`config.mk`:
```
export PLATFORM = sky130hd
export DESIGN_NAME = cl_sde_stream_gen
export DESIGN_NICKNAME = d
export VERILOG_FILES = /design/src/rtl/cl_sde_pkg.sv /design/src/rtl/cl_sde_stream_gen_regs.sv /design/src/rtl/cl_sde_stream_gen.sv
export SDC_FILE = /design/constraint.sdc
export NUM_CORES = 2
export LEC_CHECK = 0
export CORE_ASPECT_RATIO = 1.75
export CORE_MARGIN = 3
export CORE_UTILIZATION = 51
export CTS_BUF_LIST = sky130_fd_sc_hd__clkbuf_8
export CTS_CLUSTER_DIAMETER = 150
export DETAILED_ROUTE_END_ITERATION = 16
export PLACE_DENSITY = 0.8
export SLEW_MARGIN = 15
export SYNTH_ARGS = -nofsm -noshare
export SYNTH_HDL_FRONTEND = slang
export SYNTH_HIERARCHICAL = 1
export SYNTH_SLANG_ARGS = --single-unit
```
`constraint.sdc`:
```
create_clock -name clk -period 4 [get_ports clk]
set_input_delay 0.8 -clock clk [delete_from_list [all_inputs] [get_ports clk]]
set_output_delay 0.8 -clock clk [all_outputs]
set_load 0.02 [all_outputs]
```
`src/rtl/cl_sde_pkg.sv`:
```
// Shared definitions for the SDE stream generator: register map, FSM states,
// and the last-beat byte-enable helper.
package cl_sde_pkg;

   localparam logic [11:0] ADDR_CTRL  = 12'h000;
   localparam logic [11:0] ADDR_LEN   = 12'h004;
   localparam logic [11:0] ADDR_NPKT  = 12'h008;
   localparam logic [11:0] ADDR_SEED  = 12'h00C;
   localparam logic [11:0] ADDR_GAP   = 12'h010;
   localparam logic [11:0] ADDR_PKTS  = 12'h014;
   localparam logic [11:0] ADDR_BEATS = 12'h018;

   localparam logic [15:0] LEN_RST = 16'd64;

   typedef enum logic [1:0] {
      IDLE = 2'd0,
      SEND = 2'd1,
      GAP  = 2'd2
   } gen_state_t;

   // Byte enables for the final beat; a whole-beat remainder keeps every byte.
   function automatic logic [63:0] keep_mask(input logic [5:0] len);
      if (len == 6'd0) keep_mask = '1;
      else             keep_mask = (64'd1 << len) - 64'd1;
   endfunction

endpackage

```
`src/rtl/cl_sde_stream_gen_regs.sv`:
```
// Configuration register file for the stream generator: address decode,
// write strobes for go/stop, and registered read-back with a one-cycle ack.
module cl_sde_stream_gen_regs (
   input  logic        clk,
   input  logic        rst_n,
   input  logic [11:0] cfg_addr,
   input  logic        cfg_wr,
   input  logic        cfg_rd,
   input  logic [31:0] cfg_wdata,
   output logic        cfg_ack,
   output logic [31:0] cfg_rdata,
   input  logic        busy,
   input  logic [31:0] pkts_sent,
   input  logic [31:0] beats_sent,
   output logic        go_pulse,
   output logic        stop_pulse,
   output logic        cont,
   output logic        cont_nxt,
   output logic [15:0] len,
   output logic [15:0] gap,
   output logic [31:0] npkt,
   output logic [31:0] seed
);
   import cl_sde_pkg::*;

   logic        cont_q, cont_d;
   logic [15:0] len_q, len_d;
   logic [15:0] gap_q, gap_d;
   logic [31:0] npkt_q, npkt_d;
   logic [31:0] seed_q, seed_d;
   logic        ack_q, ack_d;
   logic [31:0] rdata_q, rdata_d;
   logic        wr_ctrl;

   assign wr_ctrl    = cfg_wr && (cfg_addr == ADDR_CTRL);
   assign go_pulse   = wr_ctrl && cfg_wdata[0];
   assign stop_pulse = wr_ctrl && cfg_wdata[2];

   // Write decode and read mux; the FSM sees the continuous bit being
   // written alongside go so a go+continuous write starts correctly.
   always_comb begin
      cont_d  = cont_q;
      len_d   = len_q;
      gap_d   = gap_q;
      npkt_d  = npkt_q;
      seed_d  = seed_q;
      ack_d   = cfg_wr || cfg_rd;
      rdata_d = '0;
      if (cfg_wr) begin
         case (cfg_addr)
            ADDR_CTRL: cont_d = cfg_wdata[1];
            ADDR_LEN:  len_d  = cfg_wdata[15:0];
            ADDR_NPKT: npkt_d = cfg_wdata;
            ADDR_SEED: seed_d = cfg_wdata;
            ADDR_GAP:  gap_d  = cfg_wdata[15:0];
            default:   ;
         endcase
      end
      if (cfg_rd) begin
         case (cfg_addr)
            ADDR_CTRL:  rdata_d = {29'h0, busy, cont_q, 1'b0};
            ADDR_LEN:   rdata_d = {16'h0, len_q};
            ADDR_NPKT:  rdata_d = npkt_q;
            ADDR_SEED:  rdata_d = seed_q;
            ADDR_GAP:   rdata_d = {16'h0, gap_q};
            ADDR_PKTS:  rdata_d = pkts_sent;
            ADDR_BEATS: rdata_d = beats_sent;
            default:    rdata_d = '0;
         endcase
      end
   end

   // Register state and the registered access response.
   always_ff @(posedge clk or negedge rst_n) begin
      if (!rst_n) begin
         cont_q  <= 1'b0;
         len_q   <= LEN_RST;
         gap_q   <= '0;
         npkt_q  <= '0;
         seed_q  <= '0;
         ack_q   <= 1'b0;
         rdata_q <= '0;
      end else begin
         cont_q  <= cont_d;
         len_q   <= len_d;
         gap_q   <= gap_d;
         npkt_q  <= npkt_d;
         seed_q  <= seed_d;
         ack_q   <= ack_d;
         rdata_q <= rdata_d;
      end
   end

   assign cfg_ack   = ack_q;
   assign cfg_rdata = rdata_q;
   assign cont      = cont_q;
   assign cont_nxt  = cont_d;
   assign len       = len_q;
   assign gap       = gap_q;
   assign npkt      = npkt_q;
   assign seed      = seed_q;

endmodule

```
`src/rtl/cl_sde_stream_gen.sv`:
```
// Programmable AXI-Stream word-counter packet generator feeding the SDE
// sink/loopback stage. Lane i of each beat carries W+i; user carries
// {beat index, packet sequence}.
//
// state | meaning
// IDLE  | waiting for go; stream outputs held at zero
// SEND  | presenting a beat; advances on valid && ready
// GAP   | inter-packet idle, down-counter terminates at 1
module cl_sde_stream_gen #(
   parameter  int DATA_WIDTH = 512,
   localparam int KEEP_WIDTH = DATA_WIDTH / 8
) (
   input  logic                  clk,
   input  logic                  rst_n,
   input  logic [11:0]           cfg_addr,
   input  logic                  cfg_wr,
   input  logic                  cfg_rd,
   input  logic [31:0]           cfg_wdata,
   output logic                  cfg_ack,
   output logic [31:0]           cfg_rdata,
   output logic                  ots_valid,
   output logic                  ots_last,
   output logic [DATA_WIDTH-1:0] ots_data,
   output logic [KEEP_WIDTH-1:0] ots_keep,
   output logic [63:0]           ots_user,
   input  logic                  ots_ready
);
   import cl_sde_pkg::*;

   localparam int LANES      = DATA_WIDTH / 32;
   localparam int BEAT_SHIFT = $clog2(KEEP_WIDTH);

   logic        go_pulse, stop_pulse, cont, cont_nxt;
   logic [15:0] len_reg, gap_reg, len_eff;
   logic [31:0] npkt_reg, seed_reg;
   logic        busy;

   gen_state_t            state_q, state_d;
   logic [31:0]           w_q, w_d;
   logic [31:0]           beat_q, beat_d;
   logic [31:0]           seq_q, seq_d;
   logic [31:0]           pkts_q, pkts_d;
   logic [31:0]           beats_q, beats_d;
   logic [15:0]           gap_cnt_q, gap_cnt_d;
   logic                  stop_pend_q, stop_pend_d;
   logic [15:0]           len_pkt_q, len_pkt_d;
   logic                  valid_q, valid_d;
   logic                  last_q, last_d;
   logic [DATA_WIDTH-1:0] data_q, data_d;
   logic [KEEP_WIDTH-1:0] keep_q, keep_d;
   logic [63:0]           user_q, user_d;
   logic                  accept;
   logic [31:0]           last_idx_d;

   cl_sde_stream_gen_regs u_regs (
      .clk        (clk),
      .rst_n      (rst_n),
      .cfg_addr   (cfg_addr),
      .cfg_wr     (cfg_wr),
      .cfg_rd     (cfg_rd),
      .cfg_wdata  (cfg_wdata),
      .cfg_ack    (cfg_ack),
      .cfg_rdata  (cfg_rdata),
      .busy       (busy),
      .pkts_sent  (pkts_q),
      .beats_sent (beats_q),
      .go_pulse   (go_pulse),
      .stop_pulse (stop_pulse),
      .cont       (cont),
      .cont_nxt   (cont_nxt),
      .len        (len_reg),
      .gap        (gap_reg),
      .npkt       (npkt_reg),
      .seed       (seed_reg)
   );

   assign busy    = (state_q != IDLE);
   assign len_eff = (len_reg == 16'd0) ? 16'd1 : len_reg;

   // Next-state logic plus next values of the registered stream outputs,
   // so a held beat stays bit-identical while ready is low.
   always_comb begin
      state_d     = state_q;
      w_d         = w_q;
      beat_d      = beat_q;
      seq_d       = seq_q;
      pkts_d      = pkts_q;
      beats_d     = beats_q;
      gap_cnt_d   = gap_cnt_q;
      stop_pend_d = stop_pend_q;
      len_pkt_d   = len_pkt_q;
      accept      = valid_q && ots_ready;

      case (state_q)
         IDLE: begin
            stop_pend_d = 1'b0;
            if (go_pulse) begin
               w_d       = seed_reg;
               seq_d     = '0;
               beat_d    = '0;
               pkts_d    = '0;
               beats_d   = '0;
               len_pkt_d = len_eff;
               if ((npkt_reg != 32'd0) || cont_nxt) state_d = SEND;
            end
         end
         SEND: begin
            if (stop_pulse) stop_pend_d = 1'b1;
            if (accept) begin
               w_d     = w_q + 32'(LANES);
               beats_d = beats_q + 32'd1;
               if (last_q) begin
                  seq_d     = seq_q + 32'd1;
                  pkts_d    = pkts_q + 32'd1;
                  beat_d    = '0;
                  len_pkt_d = len_eff;
                  if ((!cont && (seq_q + 32'd1 == npkt_reg)) || stop_pend_d) begin
                     state_d     = IDLE;
                     stop_pend_d = 1'b0;
                  end else if (gap_reg != 16'd0) begin
                     state_d   = GAP;
                     gap_cnt_d = gap_reg;
                  end
               end else begin
                  beat_d = beat_q + 32'd1;
               end
            end
         end
         GAP: begin
            // The previous packet is already complete, so a stop ends the run here.
            if (stop_pulse || stop_pend_q) begin
               state_d     = IDLE;
               stop_pend_d = 1'b0;
            end else if (gap_cnt_q <= 16'd1) begin
               state_d = SEND;
            end else begin
               gap_cnt_d = gap_cnt_q - 16'd1;
            end
         end
         default: state_d = IDLE;
      endcase

      valid_d    = (state_d == SEND);
      data_d     = '0;
      last_d     = 1'b0;
      keep_d     = '0;
      user_d     = '0;
      last_idx_d = {16'h0, (len_pkt_d - 16'd1) >> BEAT_SHIFT};
      if (valid_d) begin
         for (int i = 0; i < LANES; i++) data_d[32*i +: 32] = w_d + 32'(i);
         last_d = (beat_d == last_idx_d);
         keep_d = last_d ? keep_mask(len_pkt_d[5:0]) : '1;
         user_d = {beat_d, seq_d};
      end
   end

   // FSM, counters and registered stream outputs.
   always_ff @(posedge clk or negedge rst_n) begin
      if (!rst_n) begin
         state_q     <= IDLE;
         w_q         <= '0;
         beat_q      <= '0;
         seq_q       <= '0;
         pkts_q      <= '0;
         beats_q     <= '0;
         gap_cnt_q   <= '0;
         stop_pend_q <= 1'b0;
         len_pkt_q   <= LEN_RST;
         valid_q     <= 1'b0;
         last_q      <= 1'b0;
         data_q      <= '0;
         keep_q      <= '0;
         user_q      <= '0;
      end else begin
         state_q     <= state_d;
         w_q         <= w_d;
         beat_q      <= beat_d;
         seq_q       <= seq_d;
         pkts_q      <= pkts_d;
         beats_q     <= beats_d;
         gap_cnt_q   <= gap_cnt_d;
         stop_pend_q <= stop_pend_d;
         len_pkt_q   <= len_pkt_d;
         valid_q     <= valid_d;
         last_q      <= last_d;
         data_q      <= data_d;
         keep_q      <= keep_d;
         user_q      <= user_d;
      end
   end

   assign ots_valid = valid_q;
   assign ots_last  = last_q;
   assign ots_data  = data_q;
   assign ots_keep  = keep_q;
   assign ots_user  = user_q;

endmodule

```
## Yosys cells after proc, flatten, opt, wreduce, memory -nomap -nowiden

Cells that the tools add are included.

- Output and inout port bits: 675
- Word-level logic and storage cells: 148
- Register bits: 967

- Reductions and logical operators: 28
- $lt $le $gt $ge: 1
- Multiplexer cells: 55
- Eq/ne operators: 19
- Add/sub/neg operators: 23
- Shift-type cells: 1

Operators with widths:

| kind | count |
|---|---|
| $mux W512 | 1 |
| $mux W32 | 13 |
| $pmux W32 S2 | 5 |
| $add A32 B4 Y32 const B | 8 |
| $mux W64 | 4 |
| $pmux W32 S7 | 1 |
| $add A32 B1 Y32 const B | 5 |
| $mux W16 | 10 |
| $add A32 B3 Y32 const B | 4 |
| $add A32 B2 Y32 const B | 2 |
| $pmux W16 S2 | 2 |
| $shl A1 B6 Y64 const A | 1 |
| $sub A64 B1 Y64 const B | 1 |
| $eq A12 B5 Y1 const B | 3 |
| $add A32 B5 Y32 const B | 1 |
| $eq A32 B10 Y1 | 1 |
| $eq A32 B32 Y1 | 1 |
| $reduce_bool A32 Y1 | 1 |
| $sub A16 B1 Y16 const B | 2 |
| $eq A12 B4 Y1 const B | 2 |
| $le A16 B1 Y1 const B | 1 |
| $logic_not A16 Y1 | 1 |
| $mux W2 | 8 |
| $ne A2 B2 Y1 const B | 8 |
| 19 further kinds | 41 |

## Depth between registers and ports, before layout

- Word-level depth: 12
- Gate-level depth with buffers: 22
- Depth with buffers taken out: 17

## Hierarchy

The synthesis kept the hierarchy.

By module, submodules not included:

| module | seq. area each (sq um) | area each (sq um) | times used | cells each |
|---|---|---|---|---|
| cl_sde_stream_gen | 20095.5 | 40084.7 | 1 | 4222 |
| cl_sde_stream_gen_regs | 3254.4 | 6177.2 | 1 | 465 |

## Least setup slack after synthesis

No wires, ideal clock.

- Path type: input port to flip-flop
- From: input cfg_addr[9]
- To: register data_q[61] (netlist: ots_data[61])
- Arrival: 5360 ps
- Buffers on the path: 4
- Path slack: -1479 ps
- Setup time: 119 ps
- Required time: 3881 ps
- Stages: 20
- Cell sequence: nor4_1 and3_1 nor4b_1 and2_1 buf_2 nor3b_2 buf_2 a22oi_1 nand2_1 clkbuf_1 ha_1 clkbuf_1 nand2_1 nor2_1 nand3_1 nor4_1 nand3_1 nor4_1 xnor2_1 nor2_1

- Elaborated cells between the ends (all ways): 23

RTL lines:

| item | RTL line | source |
|---|---|---|
| start: declaration | cl_sde_stream_gen.sv:15 | `input logic [11:0] cfg_addr,` |
| $logic_not A12 Y1 | cl_sde_stream_gen_regs.sv:35 | `assign wr_ctrl = cfg_wr && (cfg_addr == ADDR_CTRL);` |
| $logic_and A1 B1 Y1 | cl_sde_stream_gen_regs.sv:35 |  |
| $logic_and A1 B1 Y1 | cl_sde_stream_gen_regs.sv:36 | `assign go_pulse = wr_ctrl && cfg_wdata[0];` |
| net go_pulse | cl_sde_stream_gen.sv:33 | `logic go_pulse, stop_pulse, cont, cont_nxt;` |
| $mux W32 | cl_sde_stream_gen.sv:97 | `if (go_pulse) begin` |
| $pmux W32 S2 | cl_sde_stream_gen.sv:94 | `case (state_q)` |
| net w_d[4] | cl_sde_stream_gen.sv:39 | `logic [31:0] w_q, w_d;` |
| $add A32 B1 Y32 | cl_sde_stream_gen.sv:150 | `for (int i = 0; i < LANES; i++) data_d[32*i +: 32] = w_d + 32'(i);` |
| $mux W512 | cl_sde_stream_gen.sv:149 | `if (valid_d) begin` |
| net data_d[61] | cl_sde_stream_gen.sv:49 | `logic [DATA_WIDTH-1:0] data_q, data_d;` |
| end signal: assignment | cl_sde_stream_gen.sv:186 | `data_q <= data_d;` |
| end: declaration | cl_sde_stream_gen.sv:49 |  |

The timed path passes the listed nets, and every way through them passes these cells. The select of a mux whose other input is x is not followed.
A chain may end at the register's enable or synchronous reset.

## Final worst setup path

- From: input cfg_addr[9]
- To: register data_q[61] (netlist: ots_data[61])

- Elaborated cells between the ends (all ways): 23

RTL lines:

| item | RTL line |
|---|---|
| $logic_not A12 Y1 * | cl_sde_stream_gen_regs.sv:35 |
| $logic_and A1 B1 Y1 * | cl_sde_stream_gen_regs.sv:35 |
| $logic_and A1 B1 Y1 * | cl_sde_stream_gen_regs.sv:36 |
| net go_pulse | cl_sde_stream_gen.sv:33 |
| $mux W32 / $mux W2 (equally long branches) | cl_sde_stream_gen.sv:97 |
| $pmux W32 S2 / $pmux W2 S3 (equally long branches) | cl_sde_stream_gen.sv:94 |
| $add A32 B1 Y32 / $eq A2 B1 Y1 (equally long branches) | cl_sde_stream_gen.sv:150, cl_sde_stream_gen.sv:143 |
| $mux W512 * | cl_sde_stream_gen.sv:149 |
| net data_d[61] | cl_sde_stream_gen.sv:49 |

The timed path passes the listed nets; every way through them passes the cells marked *. The select of a mux whose other input is x is not followed.

==> results.yml <==
worst_setup_path:
  cp_slowest_cell: "nor4_4"
  max_stage_delay_ps: 320
  cp.arrival_ps: 4700
  crit_type: "in -> reg"
  critPathRequiredTime_ps: 4760
  crit_path_end: "ots_data[61]$_DFF_PN0_"
  path_cells: "clkbuf_2 -> nor4_4 -> and3_4 -> nor4b_4 -> and2_4 -> nor3b_4 -> buf_4 -> a22oi_1 -> buf_4 -> nand2_1 -> buf_4 -> nand3_2 -> nor4_4 -> nand3_1 -> buf_4 -> nor4_2 -> xnor2_1 -> nor2_1"
  r2r_cells: 13
  worst_setup_path_start_kind: "primary input"
  crit_top_cell: "buf_4"
  crit_cells: 18
  rrSetupSlack_ps: 80
  path_buf_inv: 5
  r2r-start: "seq_q[0]$_DFF_PN0_"
  cp_max_fo: 6
  timing.rr.end: "ots_user[35]$_DFF_PN0_"
  cp_top_family: "simple AND/OR/NAND/NOR gates"
  critPathCaptureType: "flop"
  crit_start: "cfg_addr[9]"
outcome:
  status: "complete, no violations"
place:
  placed_area_sq_mm: 0.06205
  gp_congestion: 1.028
  hpwl_um: 160300
  pre_cts_slack_ps: -1449
  portBuffers: 723
route:
  drc_errors: 0
  viasPerCell: 5.964
  drt_iter0_markers: 3843
  postRouteAntennaNets: 0
  drtPass1Iterations: 6
  num_vias: 44085
  wl_per_cell_um: 28.33
  wl_um: 209400
sta:
  slew_violations: 0
  hold_viol_final: 0
  worst_slack_ps: 66.09
  tightest_slew_ps: 926.6
  holdWs_ps: 410.8
  period_needed_ps: 3934
  fin_setup_tns_ps: 0
  max_freq_ghz: 0.2542
  finalSetupViolations: 0
  slew_headroom: 0.3770
  skew_ps: 38.02
  finalCritPeriodShare: 0.9835
clocking:
  insertion_delay_ps: 880
  cts_sinks: 933
  h-tree-depth: 4
  cts_buffers: 137
  cts_tree: "done"
  clk_pin_slew_ps: 60
  cts_max_path_buffers: 3
  clockRootBuffer: "clkbuf_8"
floorplan:
  row_count: 145
  io_pins: 724
  core-area_sq_mm: 0.08962
  fp.dieH_um: 404.4
  die-area_sq_mm: 0.09450
  die_x_um: 233.7
  initial_core_util: 0.5162
grt:
  track_usage: 0.4367
  grt_max_degree: 126
  grt_pass1_wl_um: 299200
  antenna_found_initial: 4
  grt_pass1_vias: 45355
  grt_remaining_overflow: 0
synthesis:
  netlist_instances: 4687
  ys_top_cells_by_count: "dfrtp_1 (931), nor2_1 (774), xnor2_1 (414)"
  synth_area_leaders: "dfrtp_1 (50%), xnor2_1 (7.8%), nor2_1 (6.3%)"
  synth_flop_cell: "dfrtp_1"
  yosysWarnings: 6
  synth.avg_cell_area_sq_um: 9.870
  ys_seq_area_frac: 0.5047
  synth_edf_count: 0
  synth_seq_cells: 933
  synth_cell_types: 115
  netlist.area_leader.share: 0.5036
  async_flop_share: 1.000
  yosys.cell_count.top_type: "dfrtp_1"
  synth_nets: 4757
  synth_area_leader_cell: "dfrtp_1"
  syn_area_sq_mm: 0.04626
flow_run:
  max_cap_viol_count: 0
cells_and_area:
  nFillCells: 6359
  largest_register_ffs: 478
  drive_gt1_frac: 0.2529
  nets: 6180
  final_area_sq_mm: 0.06547
  areaGrowthSynthToFinish_pct: 41.52
hold_path:
  hold_path_class: "in -> reg"
power:
  p_per_area_mw_per_mm2: 529.8
  p_leak_nw: 28.69
  ir_drop_v: 0.0002907
## metrics by stage
step / utilization / cells / total power (W)
global placement: 0.6923 / 7128 / 0.02579
floorplan: - / 4687 / 0.01845
detailed placement: 0.6923 / 7128 / 0.02601
CTS: 0.7280 / 7380 / 0.03451
finish: 0.7305 / 7392 / 0.03469
global route: 0.7305 / 7392 / 0.03577
## logic make-up (layout without fill, tap and decap cells)
| kind of cell | after synthesis | count (layout) | share of synthesized area |
|---|---|---|---|
| flops | 933 | 933 | 0.5047 |
| simple gates | 1925 | 1925 | 0.2053 |
| mux | 188 | 188 | 0.04714 |
| fa+ha+maj | 21 | 21 | 0.005680 |
| compound gates | 670 | 670 | 0.09382 |
| xor+xnor | 514 | 514 | 0.09761 |
| other cells | 0 | 1 | 0 |
| buf+inv | 436 | 1964 | 0.04568 |
## metal layers
layer  share of wire  track usage  up-vias
met5         0.00013            0        -
met4            0.12       0.4081        4
met3           0.070      0.09004      974
li1                -            -    18936
met1            0.32       0.4376    21582
met2            0.49       0.7465     2589
## worst min-delay path: stages
cell and delay, ps:
dlymetal6s2s_1 150, buf_4 190, or2_2 110
## cell usage in the layout, fill, tap and decap left out, types with 24 or more instances in the layout
cell type        instances
nor3_1                  85
buf_4                  816
nand4_1                 85
o31ai_1                 32
dfrtp_1                930
nand2b_1                28
buf_12                  81
nor4_1                  75
nor4_2                  31
a22oi_1                 33
mux2_2                 114
a21o_1                  25
mux2i_1                 37
nor4_4                  28
nand2_1                312
xnor2_1                412
inv_1                   89
a21oi_1                191
clkdlybuf4s50_1        711
o21ai_0                129
nor2_2                  29
nor3_2                  28
o22ai_1                 24
or3_1                   44
clkbuf_8               168
xor2_1                  99
a31oi_1                 40
mux2_4                  32
and3_1                  49
and2_1                  83
nor2_1                 736
nand3_1                135
## power by group
| group | switching (W) | internal [W] |
|---|---|---|
| sequential | 0.00135 | 0.0113 |
| combinational | 0.00778 | 0.00583 |
| clock | 0.00406 | 0.00438 |
| total | 0.0132 | 0.0215 |
## timing repair
item,in CTS,in global routing
hold buffers,1,0
resized for setup,26,25
pin swaps,5,14
buffers inserted,4,8
cloned,3,4
setup endpoints to repair,458,265
endpoints found under the hold margin,51,0
## cell type report
cell class	count	area (sq um)	share of cell area
sequential	933	23350	0.3567
multi-input combinational	3318	22080	0.3372
timing repair buffer	1635	15250	0.2330
clock buffer	168	2312	0.03532
tap	1176	1471	0.02248
clock inverter	76	653.1	0.009976
inverter	85	347.8	0.005313
antenna	1	2.502	0.00003822
## how the worst min path moves through the flow
stage                                 start                       end  slack [ps]  cells past startpoint
floorplan              beat_q[31]$_DFF_PN0_      beat_q[31]$_DFF_PN0_         450                      1
global placement    len_pkt_q[15]$_DFF_PN0_   len_pkt_q[15]$_DFF_PN0_         520                      1
detailed placement   len_pkt_q[8]$_DFF_PN0_    len_pkt_q[8]$_DFF_PN0_         530                      1
CTS                                   rst_n    ots_keep[49]$_DFF_PN0_         480                      2
global route                         cfg_wr  u_regs/cfg_ack$_DFF_PN0_         380                      3
finish                               cfg_wr  u_regs/cfg_ack$_DFF_PN0_         410                      3
Note: power is estimated with default switching activity, not from simulation.
